===== config.mk =====
export PLATFORM = sky130hd
export DESIGN_NAME = i2c_target_rx
export DESIGN_NICKNAME = d
export VERILOG_FILES = /design/src/rtl/i2c_pkg.sv /design/src/rtl/i2c_bus_sync.sv /design/src/rtl/i2c_target_rx.sv
export SDC_FILE = /design/constraint.sdc
export NUM_CORES = 1
export LEC_CHECK = 0
export BUFFER_PORTS_ARGS = -buffer_cell sky130_fd_sc_hd__clkbuf_2
export CAP_MARGIN = 20
export CORE_ASPECT_RATIO = 0.5
export CORE_MARGIN = 2
export CORE_UTILIZATION = 50
export CTS_BUF_LIST = sky130_fd_sc_hd__clkbuf_4 sky130_fd_sc_hd__clkbuf_8 sky130_fd_sc_hd__clkbuf_16
export CTS_CLUSTER_DIAMETER = 50
export DETAILED_ROUTE_END_ITERATION = 8
export HOLD_SLACK_MARGIN = 0.06
export PLACE_DENSITY_LB_ADDON = 0.3
export SLEW_MARGIN = 10
export SYNTH_ARGS = -nofsm -noshare
export SYNTH_HDL_FRONTEND = slang
export SYNTH_SLANG_ARGS = --single-unit

===== constraint.sdc =====
create_clock -name clk -period 2.1 [get_ports clk]
set_clock_uncertainty 0.05 [all_clocks]
set_input_delay 0.105 -clock clk [delete_from_list [all_inputs] [get_ports clk]]
set_output_delay 0.105 -clock clk [all_outputs]
set_load 0.03 [all_outputs]

===== src/rtl/i2c_pkg.sv =====
// rtl/i2c_pkg.sv - shared state encoding and byte/R-W constants for the I2C target receiver
package i2c_pkg;

    typedef enum logic [2:0] {
        IDLE,
        ADDR,
        ADDR_ACK,
        DATA,
        DATA_ACK,
        IGNORE
    } rx_state_t;

    localparam int   I2C_BYTE_W = 8;
    localparam logic I2C_WRITE  = 1'b0;
    localparam logic I2C_READ   = 1'b1;

endpackage


===== src/rtl/i2c_bus_sync.sv =====
// rtl/i2c_bus_sync.sv - SCL/SDA synchroniser with SCL edge and START/STOP detection
module i2c_bus_sync #(
    parameter int SYNC_STAGES = 2
) (
    input  logic clk,
    input  logic rst,
    input  logic scl_pin,
    input  logic sda_pin,
    output logic sda_level,
    output logic scl_rise,
    output logic scl_fall,
    output logic start_det,
    output logic stop_det
);

    logic [SYNC_STAGES-1:0] scl_ff;
    logic [SYNC_STAGES-1:0] sda_ff;
    logic                   scl_hist;
    logic                   sda_hist;
    logic                   scl_s;
    logic                   sda_s;

    // Preset high so leaving reset on an idle bus never looks like an edge.
    always_ff @(posedge clk or negedge rst) begin
        if (!rst) begin
            scl_ff   <= '1;
            sda_ff   <= '1;
            scl_hist <= 1'b1;
            sda_hist <= 1'b1;
        end else begin
            scl_ff   <= {scl_ff[SYNC_STAGES-2:0], scl_pin};
            sda_ff   <= {sda_ff[SYNC_STAGES-2:0], sda_pin};
            scl_hist <= scl_ff[SYNC_STAGES-1];
            sda_hist <= sda_ff[SYNC_STAGES-1];
        end
    end

    assign scl_s     = scl_ff[SYNC_STAGES-1];
    assign sda_s     = sda_ff[SYNC_STAGES-1];
    assign sda_level = sda_s;
    assign scl_rise  = scl_s & ~scl_hist;
    assign scl_fall  = ~scl_s & scl_hist;
    // SCL must be high on both samples so an SCL edge is never read as START/STOP.
    assign start_det = scl_s & scl_hist & sda_hist & ~sda_s;
    assign stop_det  = scl_s & scl_hist & ~sda_hist & sda_s;

endmodule


===== src/rtl/i2c_target_rx.sv =====
// rtl/i2c_target_rx.sv - I2C write-only target: address match, byte deserialiser and ACK driver
module i2c_target_rx
    import i2c_pkg::*;
#(
    parameter logic [6:0] DEV_ADDR    = 7'h50,
    parameter int         SYNC_STAGES = 2,
    parameter int         N           = I2C_BYTE_W
) (
    input  logic         clk,
    input  logic         rst,
    input  logic         scl_i,
    input  logic         sda_i,
    output logic         sda_oe,
    input  logic         ack_en,
    output logic [N-1:0] rx_data,
    output logic         rx_valid,
    output logic         rx_first,
    output logic         busy,
    output logic         addr_match
);

    localparam int CW = $clog2(N);

    rx_state_t      state, state_n;
    logic [CW-1:0]  bit_cnt, bit_cnt_n;
    logic [N-1:0]   shreg, shreg_n, byte_in;
    logic           full, full_n;
    logic           first_pend, first_pend_n;
    logic           ack_lat, ack_lat_n;
    logic           sda_oe_n, busy_n, addr_match_n;
    logic [N-1:0]   rx_data_n;
    logic           rx_valid_n, rx_first_n;
    logic           last_bit;

    logic sda_s, scl_rise, scl_fall, start_det, stop_det;

    i2c_bus_sync #(.SYNC_STAGES(SYNC_STAGES)) u_sync (
        .clk       (clk),
        .rst       (rst),
        .scl_pin   (scl_i),
        .sda_pin   (sda_i),
        .sda_level (sda_s),
        .scl_rise  (scl_rise),
        .scl_fall  (scl_fall),
        .start_det (start_det),
        .stop_det  (stop_det)
    );

    assign byte_in  = {shreg[N-2:0], sda_s};
    assign last_bit = (bit_cnt == CW'(N - 1));

    always_ff @(posedge clk or negedge rst) begin
        if (!rst) begin
            state      <= IDLE;
            bit_cnt    <= '0;
            shreg      <= '0;
            full       <= 1'b0;
            first_pend <= 1'b0;
            ack_lat    <= 1'b0;
            sda_oe     <= 1'b0;
            busy       <= 1'b0;
            addr_match <= 1'b0;
            rx_data    <= '0;
            rx_valid   <= 1'b0;
            rx_first   <= 1'b0;
        end else begin
            state      <= state_n;
            bit_cnt    <= bit_cnt_n;
            shreg      <= shreg_n;
            full       <= full_n;
            first_pend <= first_pend_n;
            ack_lat    <= ack_lat_n;
            sda_oe     <= sda_oe_n;
            busy       <= busy_n;
            addr_match <= addr_match_n;
            rx_data    <= rx_data_n;
            rx_valid   <= rx_valid_n;
            rx_first   <= rx_first_n;
        end
    end

    always_comb begin
        state_n      = state;
        bit_cnt_n    = bit_cnt;
        shreg_n      = shreg;
        full_n       = full;
        first_pend_n = first_pend;
        ack_lat_n    = ack_lat;
        sda_oe_n     = sda_oe;
        busy_n       = busy;
        addr_match_n = addr_match;
        rx_data_n    = rx_data;
        rx_valid_n   = 1'b0;
        rx_first_n   = 1'b0;

        if (start_det) begin
            state_n      = ADDR;
            bit_cnt_n    = '0;
            full_n       = 1'b0;
            sda_oe_n     = 1'b0;
            addr_match_n = 1'b0;
            busy_n       = 1'b1;
        end else if (stop_det) begin
            state_n      = IDLE;
            bit_cnt_n    = '0;
            full_n       = 1'b0;
            sda_oe_n     = 1'b0;
            addr_match_n = 1'b0;
            busy_n       = 1'b0;
        end else begin
            case (state)
                IDLE: ;
                ADDR: begin
                    if (scl_rise && !full) begin
                        shreg_n   = byte_in;
                        full_n    = last_bit;
                        bit_cnt_n = last_bit ? '0 : bit_cnt + 1'b1;
                    end else if (scl_fall && full) begin
                        full_n = 1'b0;
                        if (shreg[N-1:1] == DEV_ADDR && shreg[0] != I2C_READ) begin
                            sda_oe_n = 1'b1;
                            state_n  = ADDR_ACK;
                        end else begin
                            state_n  = IGNORE;
                        end
                    end
                end
                ADDR_ACK: begin
                    if (scl_fall) begin
                        sda_oe_n     = 1'b0;
                        addr_match_n = 1'b1;
                        first_pend_n = 1'b1;
                        state_n      = DATA;
                    end
                end
                DATA: begin
                    if (scl_rise && !full) begin
                        shreg_n   = byte_in;
                        full_n    = last_bit;
                        bit_cnt_n = last_bit ? '0 : bit_cnt + 1'b1;
                        if (last_bit) begin
                            rx_data_n    = byte_in;
                            rx_valid_n   = 1'b1;
                            rx_first_n   = first_pend;
                            first_pend_n = 1'b0;
                            ack_lat_n    = ack_en;
                        end
                    end else if (scl_fall && full) begin
                        full_n   = 1'b0;
                        sda_oe_n = ack_lat;
                        state_n  = DATA_ACK;
                    end
                end
                DATA_ACK: begin
                    if (scl_fall) begin
                        sda_oe_n  = 1'b0;
                        bit_cnt_n = '0;
                        state_n   = ack_lat ? DATA : IGNORE;
                    end
                end
                IGNORE:  sda_oe_n = 1'b0;
                default: state_n  = IDLE;
            endcase
        end
    end

endmodule


# Yosys cells after proc, flatten, opt, wreduce, memory -nomap -nowiden
# Index checks and enable logic that the tools add are counted.
dict set report classes {
  mux 50
  n_mul 0
  n_shift 0
  div 0
  n_eq_ne 20
  n_lt_le_gt_ge 0
  reduce_logical 24
  bitwise_logic 14
  addsub 1
}
# op count
set op_table {}
lappend op_table {{2-to-1 mux 3 bit} 15}
lappend op_table {{2-to-1 mux 1 bit} 31}
lappend op_table {{inequality test 4 bit, second input constant} 7}
lappend op_table {{case mux 3 bit (5 select lines)} 1}
lappend op_table {{AND reduction 7 bit} 2}
lappend op_table {{equality test 3 bit, second input constant} 3}
lappend op_table {{nonzero test 3 bit} 3}
lappend op_table {{inequality test 4 x 1 -> 1 bit, second input constant} 2}
lappend op_table {{nonzero test 4 bit} 2}
lappend op_table {{AND 1 bit} 7}
lappend op_table {{equality test 7 bit, second input constant} 1}
lappend op_table {{NOT 1 bit} 7}
lappend op_table {{equality test 3 x 2 -> 1 bit, second input constant} 2}
lappend op_table {{inequality test 2 bit, second input constant} 3}
lappend op_table {{case mux 3 bit (2 select lines)} 1}
lappend op_table {{AND reduction 6 bit} 1}
lappend op_table {{nonzero test 6 bit} 1}
lappend op_table {{OR reduction 2 bit} 3}
lappend op_table {{AND reduction 5 bit} 1}
lappend op_table {{case mux 1 bit (4 select lines)} 1}
lappend op_table {{AND reduction 2 bit} 2}
lappend op_table {{AND reduction 4 bit} 1}
lappend op_table {{nonzero test 2 bit} 2}
lappend op_table {{adder 3 x 1 -> 3 bit, second input constant} 1}
lappend op_table {{7 further kinds} 9}
dict set report word_totals {
  mem_count 0
  ramBits 0
  latchBits 0
  wordCells 125
  in_bits 5
  register_bits 36
  mem_bits_ro 0
  output_inout_bits 13
}

# Depth between registers and ports, before layout
# Gate-level depths: netlist of the first run.
dict set report depth {
  word_depth 8
  mapped_depth 6
  mapped_depth_nobuf 4
}

# By module
# From an unflattened synthesis of the first run, not the netlist that was laid out.
dict set report unflattened {
  hier_cells 133
  hier_area_um2 1719.1
}
# mod area_each_um2 seq_area_each_um2 n_inst cells_per_inst
set modules_own_cells {}
lappend modules_own_cells {i2c_target_rx 1529.0 750.7 1 123}
lappend modules_own_cells {i2c_bus_sync 190.2 157.7 1 10}

# Least setup slack after synthesis of the first run
# OpenSTA, ideal clock, no wires.
dict set report synth_path {
  kind {register to register}
  start {reg u_sync.scl_ff[1]}
  end {reg ack_lat}
  period_less_slack_ps 1750
  setup_time_ps 125
  path_buffers 3
  path_stages_with_launch 7
  t_arrival_ps 1575
  t_required_ps 1925
  setup_slack_ps 350
  path_cell_list {dfstp_2 buf_2 and3_1 buf_6 and3_4 buf_6 mux2_4}
}
dict set report synth_between {
  elab_chain_len 5
  elab_cells_between_ends 10
  cone_classes {bitwise: 8; reduce/logical: 2}
}
# element line_no
set synth_lines {}
lappend synth_lines {{start: declaration} i2c_bus_sync.sv:16} ;# logic [SYNC_STAGES-1:0] scl_ff;
lappend synth_lines {{start signal: assignment} i2c_bus_sync.sv:31} ;# scl_ff <= {scl_ff[SYNC_STAGES-2:0], scl_pin};
lappend synth_lines {{AND 1 bit} {i2c_bus_sync.sv:44, i2c_bus_sync.sv:45}}
lappend synth_lines {{AND 1 bit, on equally long branches (2 in a row)} {i2c_bus_sync.sv:45, i2c_bus_sync.sv:44}}
lappend synth_lines {{NOT 1 bit (no line)} --}
lappend synth_lines {{AND reduction 5 bit (no line) (*)} --}
lappend synth_lines {{end signal: assignment} i2c_target_rx.sv:72} ;# ack_lat <= ack_lat_n;
lappend synth_lines {{end: declaration} i2c_target_rx.sv:29} ;# logic ack_lat, ack_lat_n;
# Mark *: on every way between the ends. The rest lies on a longest branch, timed or not.
# A chain may end at the register's enable or synchronous reset.

# Final worst setup path of the first run
dict set report layout_path {
  start {reg u_sync.scl_hist}
  end {reg state[1]}
}
dict set report layout_between {
  elab_chain_len 5
  elab_cells_between_ends 20
  cone_classes {eq/ne: 7; mux: 2; bitwise: 8; reduce/logical: 3}
}
# element line_no
set layout_lines {}
lappend layout_lines {{start: declaration} i2c_bus_sync.sv:18} ;# logic scl_hist;
lappend layout_lines {{start signal: assignment} i2c_bus_sync.sv:33} ;# scl_hist <= scl_ff[SYNC_STAGES-1];
lappend layout_lines {{AND 1 bit / NOT 1 bit (equally long branches)} {i2c_bus_sync.sv:44, i2c_bus_sync.sv:45, i2c_bus_sync.sv:41}}
lappend layout_lines {{AND 1 bit, on equally long branches} {i2c_bus_sync.sv:44, i2c_bus_sync.sv:41, i2c_bus_sync.sv:45}}
lappend layout_lines {{AND 1 bit, or another cell as far along} i2c_bus_sync.sv:44} ;# assign start_det = scl_s & scl_hist & sda_hist & ~sda_s;
lappend layout_lines {{inequality test 4 bit (no line), or another cell as far along} --}
lappend layout_lines {{AND reduction 7 bit (no line) / 2-to-1 mux 3 bit (equally long branches)} --}
lappend layout_lines {{end signal: assignment} i2c_target_rx.sv:67} ;# state <= state_n;
lappend layout_lines {{end: declaration} i2c_target_rx.sv:24} ;# rx_state_t state, state_n;
# Parallel ways exist; a longest one is shown, timed or not.

==> results of run 1 <==
[final cells by class]
cell class	count	share of cell area, %
Clock inverter	3	2.22
Multi-Input combinational cell	86	35.7
Clock buffer	5	3.59
Sequential cell	36	47.4
Timing Repair Buffer	25	8.09
Inverter	2	0.392
Tap cell	40	2.61
[per-layer routing]
metal | part of all wire (%) | up-vias | global-route usage, % | wire (um)
met3 | 6.1 | 8 | 6.53 | 198
met4 | 2.3 | 0 | 11.4 | 76
li1 | - | 533 | - | -
met5 | 0 | - | 0 | 0
met1 | 47 | 561 | 27.0 | 1540
met2 | 44 | 35 | 28.9 | 1450
[sequential cells by signal, summed over array words and instances (netlist names), 2 cells and up]
name           count
state              3
u_sync.scl_ff      2
shreg              8
bit_cnt            3
u_sync.sda_ff      2
rx_data            8
[cell usage after synthesis (2+ instances only)]
library cell   n  area share (%)
nand2_1        5             1.1
a22oi_1        2            0.91
a32oi_1        2             1.1
a21oi_1        7             2.1
nand3_1        5             1.5
ha_1           2             1.5
clkbuf_1       2            0.46
o21ai_0        6             1.8
a31oi_1        3             1.1
inv_1          2            0.46
nor2b_1        2            0.76
nand2b_1       2            0.76
nor2_1         7             1.6
dfstp_2        6             9.6
buf_2          2            0.61
buf_6          2             1.4
mux2_4         7             6.4
dfrtp_1       30              46
mux2_2        10             6.8
[worst max-delay path, stage by stage, from the launching register on]
cell	delay, ps
dfstp_2	570
nor2b_1	260
a21oi_1	140
or4_1	510
a21oi_1	140
[placed cells by master, fill, tap and decap left out, types with 5 or more instances in the layout]
master    count
dfrtp_1      30
o21ai_0       6
mux2_2       10
clkbuf_8      5
a21oi_1       7
clkbuf_2     17
nor2_1        7
mux2_4        7
nand3_1       5
dfstp_2       6
nand2_1       5
[worst max path at each step]
stage | start | slack [ps] | end
CTS | u_sync.scl_hist | 350 | state[1]
finish | u_sync.scl_hist | 350 | state[1]
global placement | u_sync.scl_hist | 420 | state[1]
global route | full | 260 | rx_data[7]
floorplan | u_sync.scl_ff[1] | 350 | ack_lat
detailed placement | u_sync.scl_hist | 370 | state[1]
[metrics by stage]
step                util, %  instance area, um2  total power, mW
global placement       57.6                1770             1.28
detailed placement     57.6                1770             1.31
floorplan                 -                1650             1.19
finish                 62.5                1920             1.91
CTS                    62.5                1920             1.93
global route           62.5                1920             2.01
[power by group through the flow]
stage / sequential [mW] / clock, mW / combinational [mW]
3_5_place_dp: 0.921 / 0 / 0.386
4_1_cts: 0.909 / 0.624 / 0.393
6_report: 0.909 / 0.608 / 0.391
5_1_grt: 0.923 / 0.655 / 0.435
3_3_place_gp: 0.913 / 0 / 0.372
2_1_floorplan: 0.898 / 0 / 0.289
[cells by family (layout without fill, tap and decap cells)]
| kind of cell | Yosys count | count (layout) |
|---|---|---|
| muxes | 18 | 18 |
| DFF | 36 | 36 |
| and+or+nand+nor | 35 | 35 |
| AOI/OAI and AO/OA | 30 | 30 |
| adders and majority gates | 2 | 2 |
| xor gates and xnor gates | 1 | 1 |
| buffers and inverters | 9 | 35 |
==> reports/metrics.cfg, run 1 <==
[timing]
max_slew_margin_pct=40.9
fin_crit_sh_pct=83.5
drv_slew=0
tightest_slew_ps=886
hold_viol=0
hold_ws_ps=308
tns_ps=0
finalSetupViolCount=0
rsz0062_at_grt=false
fin_crit_ps=1750
max_freq_mhz=570
setup_ws_ps=346

[cells_and_area]
multi_input_area_um2=684
final_nets=163
syn_to_final_growth_pct=16.3
drive_gt1_share_pct=36.9
seqCellArea_um2=908
diodes=0
num-fill-cells=231
finalNonFillerCells=197

[detailed_routing]
routed_via_density=5.77
drcViolationCount=0
drtPass1Iterations=4
vias=1137
drtIter0Drc=79
drt_wl_total_mm=3.26
wire_per_inst_um=16.6
antenna_left=0

[clock_tree]
path_clk_slew_ps=70
root_buffer=clkbuf_8
cts_tree=built
htreeDepth=2
clk_latency_ps=290
clock_path_buffers=2
cts_resized=0
post_cts_buffers=0
clock_sinks=36
postCtsHoldBufs=4
cts_buffers=5

[placed_design]
dpl.cell_count=185
post-dp-hpwl_mm=2.18
pre_cts_slack_ps=370
portBuffers=17
routabilityCongestion=0.955

[global_routing]
grt_max_degree=37
grt-ovfl-total=0
globalRouteTotalUtil_pct=20.0
grt_pass1_vias=1113
antenna_found_initial=0
grt_pass1_wl_mm=5.54

[critical_path]
end_kind=register
r2r_end=state[1]
r2r_start=u_sync.scl_hist
arrival_ps=1920
reg2regPathDepth=4
cp-start-kind=register
reg2reg_slack_ps=350
critPathKind=register to register
cp.required_ps=2260
crit_fanout=7

[yosys]
synth_xor_area_share_pct=0.532
synth_edf_count=0
synth_top_family_by_area=multiplexers
synthArstFlopShare_pct=100
synthDistinctLibCells=46
syn_avg_cell_area_um2=12.6
synth_compound_area_share_pct=12.4
yosysSeqAreaShare_pct=55.1
syn_inst=131
syn_nets=138
ys_warn_count=0
synthMuxAreaShare_pct=13.8
ys_ff_latch=36
synth.cell_area_mm2=0.00165
synth_ff_type=dfrtp_1
yosys.area_share.adder_pct=1.52
synth-simple-area-share_pct=13.3

[run_status]
outcome=completed

[floorplanning]
num_rows=14
die_area_mm2=0.00380
start_util_pct=53.8
die_y_um=44.6
coreArea_mm2=0.00307
ios=18
die_w_um=85.2

[run]
drv_cap=0

[min_path]
hold_depth=0
worstHoldEndpoint=u_sync.sda_ff[1]
hp-class=register to register
min_from=u_sync.sda_ff[0]

[pwr]
clockPowerShare_pct=31.9
p_leak_nw=0.921
sw_frac_of_total_pct=29.3
seqPwrFrac_pct=47.6
peakVddDrop_uv=498
switchingPower_mw=0.559
power_density_mw_per_mm2=996
combPwrFrac_pct=20.5
internal_power_mw=1.35

No activity file was read; power rests on OpenSTA's default activity.
==> inputs of run 2 (changes only) <==
==> constraint.sdc (replaced) <==
create_clock -name clk -period 1.41 [get_ports clk]
set_clock_uncertainty 0.05 [all_clocks]
set_input_delay 0.0705 -clock clk [delete_from_list [all_inputs] [get_ports clk]]
set_output_delay 0.0705 -clock clk [all_outputs]
set_load 0.03 [all_outputs]
==> reports/metrics.cfg, run 2 (synthesized netlist as in run 1, its figures left out) <==
[run_status]
outcome=complete, but fails checks
violations=negative setup slack

[critical_path]
critPathSlowestCell=or4_1
crit_path_max_incr_delay_ps=500  ; -70 ps
end_kind=register
crit_start=shreg[1]
cp-start-kind=register
cp.required_ps=1590  ; -670 ps
crit_fanout=2  ; -5
arrival_ps=1860  ; -60 ps
r2r_start=shreg[1]
cp_top_family=simple AND/OR/NAND/NOR gates
path_buf_inv=0  ; unchanged
path_cells=nor4_4, a31oi_1, or4_1, a21oi_1
critPathKind=register to register

[global_routing]
antenna_found_initial=0  ; unchanged
grt_pass1_vias=1425  ; +28%
grt_max_degree=21  ; -43%
globalRouteTotalUtil_pct=27.4  ; +7.4 points
grt-ovfl-total=0  ; unchanged
grt_pass1_wl_mm=7.58  ; +37%

[timing]
hold_viol=0  ; unchanged
fin_crit_sh_pct=119  ; +35 points
rsz0062_at_grt=true
fin_crit_ps=1680  ; -78.3 ps
max_slew_margin_pct=69.9  ; +29 points
drv_slew=0  ; unchanged
finalSetupViolCount=28  ; +28
max_freq_mhz=597  ; +4.7%
setup_ws_ps=-265  ; -612 ps
tightest_slew_ps=451  ; -435 ps

[detailed_routing]
routed_via_density=6.01  ; +4.2%
drtIter0Drc=130  ; +65%
drtPass1Iterations=4  ; unchanged
vias=1443  ; +27%
antenna_left=0  ; unchanged
wire_per_inst_um=22.1  ; +34%
drcViolationCount=0  ; unchanged
drt_wl_total_mm=5.31  ; +63%

[cells_and_area]
layout_commonest_cell=buf_4
finalNonFillerCells=240  ; +22%
syn_to_final_growth_pct=52.6
diodes=0  ; unchanged
final_area_mm2=0.00251  ; +31%
layout_common_cells=32 x buf_4, 29 x dfrtp_1, 17 x mux2_4, 17 x clkbuf_2, 13 x buf_6
final_nets=206  ; +26%
drive_gt1_share_pct=64.5  ; +28 points
num-fill-cells=140  ; -39%
reg_top3=rx_data x8, shreg x8
final_util_pct=82.0  ; +20 points

[pwr]
p_leak_nw=1.21  ; +32%
peakVddDrop_uv=954  ; +91%
power_density_mw_per_mm2=1430  ; +44%

[floorplanning]
die_w_um=85.2  ; unchanged
start_util_pct=53.8  ; unchanged
ios=18  ; unchanged
num_rows=14  ; unchanged
coreArea_mm2=0.00307  ; unchanged
die_y_um=44.6  ; unchanged
die_area_mm2=0.00380  ; unchanged

[placed_design]
pre_cts_slack_ps=-262  ; -631 ps
dpl.cell_count=218  ; +18%
placed_area_mm2=0.00204  ; +16%
routabilityCongestion=0.890  ; -6.9%
post-dp-hpwl_mm=2.80  ; +28%
portBuffers=17  ; unchanged

[run]
drv_cap=0  ; unchanged

[clock_tree]
path_clk_slew_ps=80  ; about the same
cts_tree=built
cts_buffers=5  ; unchanged
clock_sinks=36  ; unchanged
clock_path_buffers=2  ; unchanged
htreeDepth=2  ; unchanged
root_buffer=clkbuf_8
clk_latency_ps=300  ; about the same

[min_path]
hp-class=primary input to asynchronous set/reset pin

==> run 2: cell types whose count changed in the layout (fill, tap and decap cells not counted), moves of 2 or more <==
cell / change
nand3_1: -3
a21oi_2: +3
a21oi_1: -4
and3_4: +2
nand3_2: +2
mux2_2: -10
buf_4: +28
o21ai_0: -2
mux2_4: +10
o21ai_1: +2
buf_6: +13
nor2_1: -2
ha_1: -2
==> run 2: timing repair <==
item / in CTS / in global routing
hold buffers: 4 / 0
buffers inserted: 4 / 8
gates resized for setup: 25 / 34
endpoints found under the hold margin: 38 / 0
endpoints found under the setup margin: 27 / 28
pin swaps: 9 / 12
cloned: 1 / 0
==> run 2: final timing paths <==
check | end | slack (ps) | cells after the start
max | state[1] | -270 | 4
min | rx_data[7] | 220 | 2
max reg2reg | state[1] | -270 | 4
min reg2reg | u_sync.sda_ff[1] | 310 | 0
max in group asynchronous | u_sync.scl_hist | 550 | 3
min in group clk | u_sync.sda_ff[1] | 310 | 0
==> run 2: layout make-up <==
type	count	area (um2)	area share [%]
clock inverter	3	42.5	1.69
inverter	2	7.51	0.299
timing repair buffer	67	532	21.1
multi-input combinational	87	905	36.0
sequential	36	910	36.2
clock buffer	5	68.8	2.74
tap	40	50.0	1.99
==> run 2: per-layer routing <==
| metal | track usage, % | vias to the layer above | routed length, um |
|---|---|---|---|
| met3 | 5.97 | 11 | 353 |
| met2 | 45.8 | 69 | 2510 |
| met1 | 34.9 | 744 | 2340 |
| met4 | 13.3 | 0 | 109 |
| li1 | - | 619 | - |
| met5 | 0 | - | 0 |
==> run 2: metrics by stage <==
stage	TNS [ps]	total power, mW	hold WS, ps
6_report	-4290	3.61	220
3_3_place_gp	-2630	2.25	-22.3
4_1_cts	-2220	3.36	210
3_5_place_dp	-3350	2.29	-20.8
5_1_grt	-4900	3.77	256
2_1_floorplan	-2650	1.81	-275
==> run 2: power by group <==
part	internal, mW	switching (mW)	total (mW)
clock	0.523	0.406	0.929
sequential	1.20	0.162	1.36
combinational	0.724	0.591	1.31
==> run 2: worst reg2reg max path, delay by kind of cell, from the launching register on <==
kind,cells,cell delay [ps]
AO/OA/AOI/OAI,2,270
flip-flops,1,430
AND/OR/NAND/NOR,2,870
==> inputs of run 3 (changes only) <==
--- a/config.mk
+++ b/config.mk
@@ -14,7 +14,7 @@
 export CTS_CLUSTER_DIAMETER = 50
 export DETAILED_ROUTE_END_ITERATION = 8
 export HOLD_SLACK_MARGIN = 0.06
-export PLACE_DENSITY_LB_ADDON = 0.3
+export PLACE_DENSITY = 0.69
 export SLEW_MARGIN = 10
 export SYNTH_ARGS = -nofsm -noshare
 export SYNTH_HDL_FRONTEND = slang
==> reports/metrics.cfg, run 3 (synthesized netlist as in run 1, its figures left out) <==
[run_status]
outcome=complete, but fails checks
violations=negative setup slack

[floorplanning]
die_w_um=85.2  ; unchanged
ios=18  ; unchanged
die_y_um=44.6  ; unchanged
start_util_pct=53.8  ; unchanged
coreArea_mm2=0.00307  ; unchanged
num_rows=14  ; unchanged
die_area_mm2=0.00380  ; unchanged

[global_routing]
grt_pass1_vias=1285  ; -9.8%
grt_pass1_wl_mm=6.35  ; -16%
grt_max_degree=37  ; +76%
globalRouteTotalUtil_pct=23.0  ; -4.4 points
antenna_found_initial=0  ; unchanged
grt-ovfl-total=0  ; unchanged

[critical_path]
r2r_start=u_sync.scl_hist
cp-start-kind=register
r2r_end=state[1]
worstSetupEndpoint=state[1]
reg2reg_slack_ps=-240  ; +30 ps
critPathKind=register to register
end_kind=register
arrival_ps=1830  ; -30 ps
cp.required_ps=1590  ; about the same
crit_fanout=4  ; +2
crit_start=u_sync.scl_hist
reg2regPathDepth=4  ; unchanged

[pwr]
combPwrFrac_pct=36.5  ; about the same
internal_power_mw=2.31  ; -5.9%
clockPowerShare_pct=23.7  ; -2.0 points
p_leak_nw=1.16  ; -4.3%
power_density_mw_per_mm2=1400  ; -2.3%
seqPwrFrac_pct=39.7  ; +1.9 points
switchingPower_mw=1.08  ; -7.1%
peakVddDrop_uv=954  ; about the same
sw_frac_of_total_pct=31.8  ; -0.28 points

[clock_tree]
path_clk_slew_ps=80  ; about the same
clock_path_buffers=2  ; unchanged
cts_buffers=5  ; unchanged
cts_tree=built
clk_latency_ps=300  ; about the same
clock_sinks=36  ; unchanged
htreeDepth=2  ; unchanged
root_buffer=clkbuf_8

[timing]
hold_viol=0  ; unchanged
setup_ws_ps=-240  ; +25.9 ps
drv_slew=0  ; unchanged
finalSetupViolCount=24  ; -14%
fin_crit_sh_pct=117  ; -1.8 points
max_slew_margin_pct=69.4  ; -0.53 points
max_freq_mhz=606  ; +1.6%
hold_ws_ps=296  ; +76.4 ps
rsz0062_at_grt=true
fin_crit_ps=1650  ; -25.9 ps
tightest_slew_ps=459  ; +8.00 ps

[cells_and_area]
final_area_mm2=0.00241  ; -4.1%
reg_top3=rx_data x8, shreg x8
syn_to_final_growth_pct=46.4
num-fill-cells=162  ; +16%
layout_common_cells=31 x buf_4, 29 x dfrtp_1, 17 x mux2_4, 17 x clkbuf_2, 8 x buf_6
diodes=0  ; unchanged
final_nets=199  ; -3.4%
drive_gt1_share_pct=62.7  ; -1.8 points
layout_commonest_cell=buf_4

[detailed_routing]
drtIter0Drc=93  ; -28%
drcViolationCount=0  ; unchanged
drt_wl_total_mm=4.15  ; -22%
antenna_left=0  ; unchanged
vias=1325  ; -8.2%
routed_via_density=5.69  ; -5.4%
drtPass1Iterations=4  ; unchanged
wire_per_inst_um=17.8  ; -19%

[run]
drv_cap=0  ; unchanged

[placed_design]
routabilityCongestion=0.904  ; +1.6%
placed_area_mm2=0.00202  ; -0.98%
post-dp-hpwl_mm=2.49  ; -11%
portBuffers=17  ; unchanged
pre_cts_slack_ps=-197  ; +64.6 ps

[min_path]
hp-class=primary input to asynchronous set/reset pin

## run 3: changes by cell type in the layout (fill, tap and decap cells not counted), sizes merged
cell      before  now
buf           46   39
bufinv         1    0
clkbuf        22   23
clkinvlp       1    0
inv            2    3
## run 3: worst min path at each step
stage               cells past startpoint             start          endpoint  slack (ps)
floorplan                               0               rst           ack_lat        -280
global placement                        2               rst        rx_data[4]          80
detailed placement                      2               rst        rx_data[1]          90
CTS                                     3               rst        rx_data[6]         310
global route                            0  u_sync.scl_ff[0]  u_sync.scl_ff[1]         310
finish                                  3               rst          shreg[2]         300
## run 3: cell type report
class | count | area, um2 | share of cell area [%]
Multi-Input combinational cell | 87 | 901 | 37.3
Clock buffer | 6 | 82.6 | 3.42
Sequential cell | 36 | 910 | 37.7
Tap cell | 40 | 50.0 | 2.07
Clock inverter | 2 | 13.8 | 0.571
Inverter | 2 | 7.51 | 0.311
Timing Repair Buffer | 60 | 448 | 18.6
## run 3: what timing repair did
action / in CTS / in global routing
cloned: 1 / 0
gates resized for setup: 26 / 27
setup endpoints to repair: 27 / 28
pin swaps: 5 / 14
hold endpoints to repair: 33 / 0
hold buffers: 4 / 0
setup buffers: 2 / 3
## run 3: per-layer routing
layer  vias to the layer above  wire (um)  track usage [%]
li1                        605          -                -
met1                       680       1960             30.0
met2                        28       1930             36.3
met3                        12        172             6.34
met4                         0         87             11.4
met5                         -          0                0
## run 3: worst max-delay path, stage by stage (launching register included)
cell     delay (ps)
dfstp_2         580
nor2b_4         260
a21oi_4          60
or4_1           490
a21oi_1         140
## run 3: metrics by stage
step	util, %	TNS [ps]	cells	total power [mW]
3_5_place_dp	66.0	-2500	217	2.26
5_1_grt	78.7	-3720	233	3.53
2_1_floorplan	-	-2650	131	1.81
4_1_cts	74.5	-1910	231	3.20
3_3_place_gp	66.0	-1890	217	2.22
6_report	78.7	-2640	233	3.38
## run 3: power groups by stage
stage	clock [mW]	combinational (mW)	sequential, mW
6_report	0.803	1.24	1.34
5_1_grt	0.858	1.31	1.37
4_1_cts	0.807	1.05	1.34
3_5_place_dp	0	0.908	1.35
3_3_place_gp	0	0.886	1.34
2_1_floorplan	0	0.449	1.36
